### src/rtl/fetch_unit.sv
// fetch_unit: picoMIPS instruction fetch stage.
// Owns the program counter, issues the program-memory address and latches
// the returned word into the instruction register for decode.
module fetch_unit #(
   parameter int unsigned      Psize   = 6,
   parameter int unsigned      Isize   = 20,
   parameter logic [Isize-1:0] HALT_OP = 20'hFFFFF
) (
   input  logic             clk,
   input  logic             reset,
   input  logic             stall,
   input  logic             branch_taken,
   input  logic [Psize-1:0] branch_off,
   input  logic             jump,
   input  logic [Psize-1:0] jump_addr,
   output logic [Psize-1:0] imem_addr,
   input  logic [Isize-1:0] imem_data,
   output logic [Isize-1:0] instr,
   output logic [Psize-1:0] instr_pc,
   output logic             instr_valid,
   output logic             halted
);

   typedef enum logic [1:0] {BOOT, RUN, HALT} state_t;

   state_t           state, state_n;
   logic [Psize-1:0] pc, pc_n;
   logic [Isize-1:0] instr_n;
   logic [Psize-1:0] instr_pc_n;
   logic             instr_valid_n;
   logic             halt_hit;
   logic             redir;
   logic [Psize-1:0] target;

   assign halted = (state == HALT);

   // Next-state, redirect qualification and fetch-address selection.
   // A HALT_OP in the instruction register overrides any redirect asserted
   // alongside it, so the address stays at pc and the jump never reaches memory.
   always_comb begin
      state_n       = state;
      pc_n          = pc;
      instr_n       = instr;
      instr_pc_n    = instr_pc;
      instr_valid_n = instr_valid;

      halt_hit  = (state == RUN) && instr_valid && !stall && (instr == HALT_OP);
      redir     = (state == RUN) && instr_valid && !stall && (jump || branch_taken) && !halt_hit;
      target    = jump ? jump_addr : instr_pc + branch_off;
      imem_addr = redir ? target : pc;

      case (state)
         BOOT: begin
            instr_n       = imem_data;
            instr_pc_n    = '0;
            instr_valid_n = 1'b1;
            pc_n          = Psize'(1);
            state_n       = RUN;
         end
         RUN: begin
            if (halt_hit) begin
               instr_valid_n = 1'b0;
               state_n       = HALT;
            end else if (!stall) begin
               instr_n       = imem_data;
               instr_pc_n    = imem_addr;
               instr_valid_n = 1'b1;
               pc_n          = imem_addr + 1'b1;
            end
         end
         default: begin
            state_n = HALT;
         end
      endcase
   end

   // State and instruction-register update with synchronous reset.
   always_ff @(posedge clk) begin
      if (reset) begin
         state       <= BOOT;
         pc          <= '0;
         instr       <= '0;
         instr_pc    <= '0;
         instr_valid <= 1'b0;
      end else begin
         state       <= state_n;
         pc          <= pc_n;
         instr       <= instr_n;
         instr_pc    <= instr_pc_n;
         instr_valid <= instr_valid_n;
      end
   end

endmodule

### config.mk
export PLATFORM = sky130hd
export DESIGN_NAME = fetch_unit
export DESIGN_NICKNAME = d
export VERILOG_FILES = /design/src/rtl/fetch_unit.sv
export SDC_FILE = /design/constraint.sdc
export NUM_CORES = 1
export LEC_CHECK = 0
export CAP_MARGIN = 40
export CORE_MARGIN = 5
export CORE_UTILIZATION = 47
export CTS_CLUSTER_DIAMETER = 60
export DETAILED_ROUTE_END_ITERATION = 8
export GPL_ROUTABILITY_DRIVEN = 0
export GPL_TIMING_DRIVEN = 0
export PLACE_DENSITY = 0.95
export REMOVE_ABC_BUFFERS = 1
export SYNTH_ARGS = -nofsm -noshare
export SYNTH_HDL_FRONTEND = slang
export SYNTH_SLANG_ARGS = --single-unit
### constraint.sdc
create_clock -name clk -period 3.84 [get_ports clk]
set_input_delay 0.768 -clock clk [delete_from_list [all_inputs] [get_ports clk]]
set_output_delay 0.768 -clock clk [all_outputs]
set_load 0.02 [all_outputs]
==> impl_metrics.toml <==
[placed_design]
placed_area_um2 = 2640
hpwl_um = 3920
port_buffers = 70

[finish]
fillers = 287
final_cell_mix = "clkdlybuf4s50_1, nand2_1, dfxtp_1, a21oi_1, nor2_1"
layout-drive-gt1-share = 0.0767
area_growth_pct = 46.2
num-nets-final = 343
diodes = 0
layout_commonest_cell = "clkdlybuf4s50_1"
post-route-cell-area_um2 = 2720
final_core_util = 0.728

[sta]
maxSlewViolCount = 0
min_period_ns = 3.74
setup_tns_ns = 0
max_freq_ghz = 0.268
tightestPinTransition_ns = 0.708
rsz0062_at_grt = "no"
finalHoldViolCount = 0
slew_headroom = 0.526
fin_crit_sh = 0.973
finalSetupViolCount = 0
finalClockSkew_ns = 0.00658

[synthesis]
syn_avg_cell_area_um2 = 8.14
synth_xor_area_frac = 0.0188
yosysWarningCount = 0
synth_simple_gate_area_frac = 0.268
ys_ff_latch = 35
synth_edf_count = 0
muxShareOfSynthArea = 0.0423
synth_compound_area_frac = 0.212
synth_cell_types = 52
synth_top_family_by_area = "simple AND/OR/NAND/NOR gates"
synthCells = 229
synthFlopType = "dfxtp_1"
ys_seq_area_frac = 0.376
synth-async-reset-ratio = 0
synthAdderAreaFrac = 0.0510
synth_area_um2 = 1860

[job]
drv_cap = 0

[global_routing]
grt_pass1_wl_um = 8450
grt_overflow = 0
first_global_vias = 1923
grt_start_max_net_pins = 27
grt_use_total = 0.201
antenna_found_initial = 0

[critical_path]
worst-setup-path-type = "input port to primary output"
cp.arrival_ns = 2.97
worst-path-max-fanout = 3
reg2reg_slack_ns = 1.26
r2r_cells = 8
critPathLaunchType = "input port"
required_ns = 3.07
r2r_end = "pc[2]$_SDFFE_PP0P_"
end_kind = "primary output"
rr_startpoint = "instr[7]$_SDFFE_PP0P_"

[detailed_routing]
vias_per_cell = 5.74
drtAntennaViolNets = 0
initialDrtViolationCount = 90
drc = 0
wire_per_inst_um = 15.0
wirelength_um = 5220
vias = 1999
firstDrtPassIters = 4

[pwr]
vdd_drop_max_v = 0.000296
powerDensity_nw_per_um2 = 306
leakage_nw = 1.10

[floorplanning]
start_util = 0.498
core-area_um2 = 3740
fp.dieW_um = 73.0
pin_count = 71
die_h_um = 73.0
num_rows = 22
dieArea_um2 = 5320

[clock_tree]
cts_buffers = 5
tritoncts = "built"
clock_sinks = 35
clk_latency_ns = 0.29
htreeDepth = 2
cts_root_buf = "clkbuf_8"
cts_buffer_depth = 2
clk_pin_slew_ns = 0.06

[worst_hold_path]
hold_path_depth = 2
min_to = "instr[17]$_SDFFE_PP0P_"
min_from = "instr[17]$_SDFFE_PP0P_"
min_path_type = "flop to flop"

[outcome]
status = "finished, final reports clean"
## stage by stage
| stage | hold slack [ns] | setup slack, ns | total power, mW | cells |
|---|---|---|---|---|
| 2_1_floorplan | 0.446 | 0.906 | 0.479 | 218 |
| 5_1_grt | 0.504 | 0.0335 | 0.867 | 348 |
| 3_5_place_dp | 0.468 | -0.211 | 0.582 | 339 |
| 3_3_place_gp | 0.456 | -0.225 | 0.571 | 336 |
| 4_1_cts | 0.478 | 0.0108 | 0.837 | 348 |
| 6_report | 0.475 | 0.103 | 0.833 | 348 |
## logic make-up after synthesis
kind of cell	Yosys count
fa+ha+maj	7
flops	35
buf+inv	14
mux	7
xor+xnor	4
simple gates	101
compound gates	61
## metal layers
layer  vias to the layer above  share of wire  GRT usage  wire [um]
met4                         0          0.025     0.0902        131
met5                         -              0          0          0
met3                        14           0.13     0.0909        666
met1                       931           0.38      0.209       1990
met2                        90           0.47      0.347       2430
li1                        964              -          -          -
## layout make-up
cell class	instances	area, um2	area share
Clock buffer	7	76.3	0.0280
Timing Repair Buffer	74	762	0.280
Clock inverter	1	5.00	0.00184
Sequential cell	35	701	0.257
Tap cell	48	60.1	0.0220
Inverter	3	11.3	0.00413
Multi-Input combinational cell	180	1110	0.407
## repair_timing
action                                  4_1_cts  5_1_grt
buffers inserted                              1        0
endpoints found under the setup margin        6        2
hold buffers                                  0        0
gates resized for setup                       7        2
## critical path, stage by stage
cell	delay, ns
clkdlybuf4s50_1	0.40
ha_1	0.22
fa_1	0.44
mux2_2	0.29
mux2_2	0.30
clkdlybuf4s50_1	0.55
## report_power, final
part	leakage [nW]	switching [mW]	total, mW	internal, mW
Clock	0.0422	0.131	0.258	0.127
Combinational	0.769	0.0866	0.181	0.0947
Sequential	0.288	0.0139	0.394	0.380
## state kept, by name, indices dropped and copies added (netlist names)
signal,count
instr,20
pc,6
state,2
instr_valid,1
instr_pc,6
## cell usage after synthesis, drive strengths merged, types with 2 or more instances
library cell,number,area (um2)
nand2,48,180
dfxtp,35,701
a21oi,31,166
nor2,17,66.3
clkbuf,7,26.3
ha,6,75.1
nand3,6,30.0
o21ai,6,30.0
a22oi,5,37.5
nand4,5,31.3
nor3,5,30.0
buf,4,22.5
mux2,4,48.8
or2,4,27.5
a21o,3,22.5
inv,3,11.3
mux2i,3,30.0
nor4,3,18.8
or3,3,23.8
xnor2,3,26.3
a211o,2,17.5
a32oi,2,17.5
and3,2,12.5
nor3b,2,15.0
o31ai,2,15.0
## worst max-delay path by stage
| stage | cells past startpoint | from | endpoint | slack (ns) |
|---|---|---|---|---|
| after CTS | 6 | stall | imem_addr[1] | 0.01 |
| after global placement | 6 | jump | imem_addr[1] | -0.23 |
| after detailed placement | 6 | jump | imem_addr[1] | -0.21 |
| after global routing | 9 | branch_off[0] | imem_addr[4] | 0.03 |
| after floorplan | 8 | stall | pc[2]$_SDFFE_PP0P_ | 0.91 |
| final | 6 | branch_off[0] | imem_addr[1] | 0.10 |
Power figures use the tool's default switching activity.
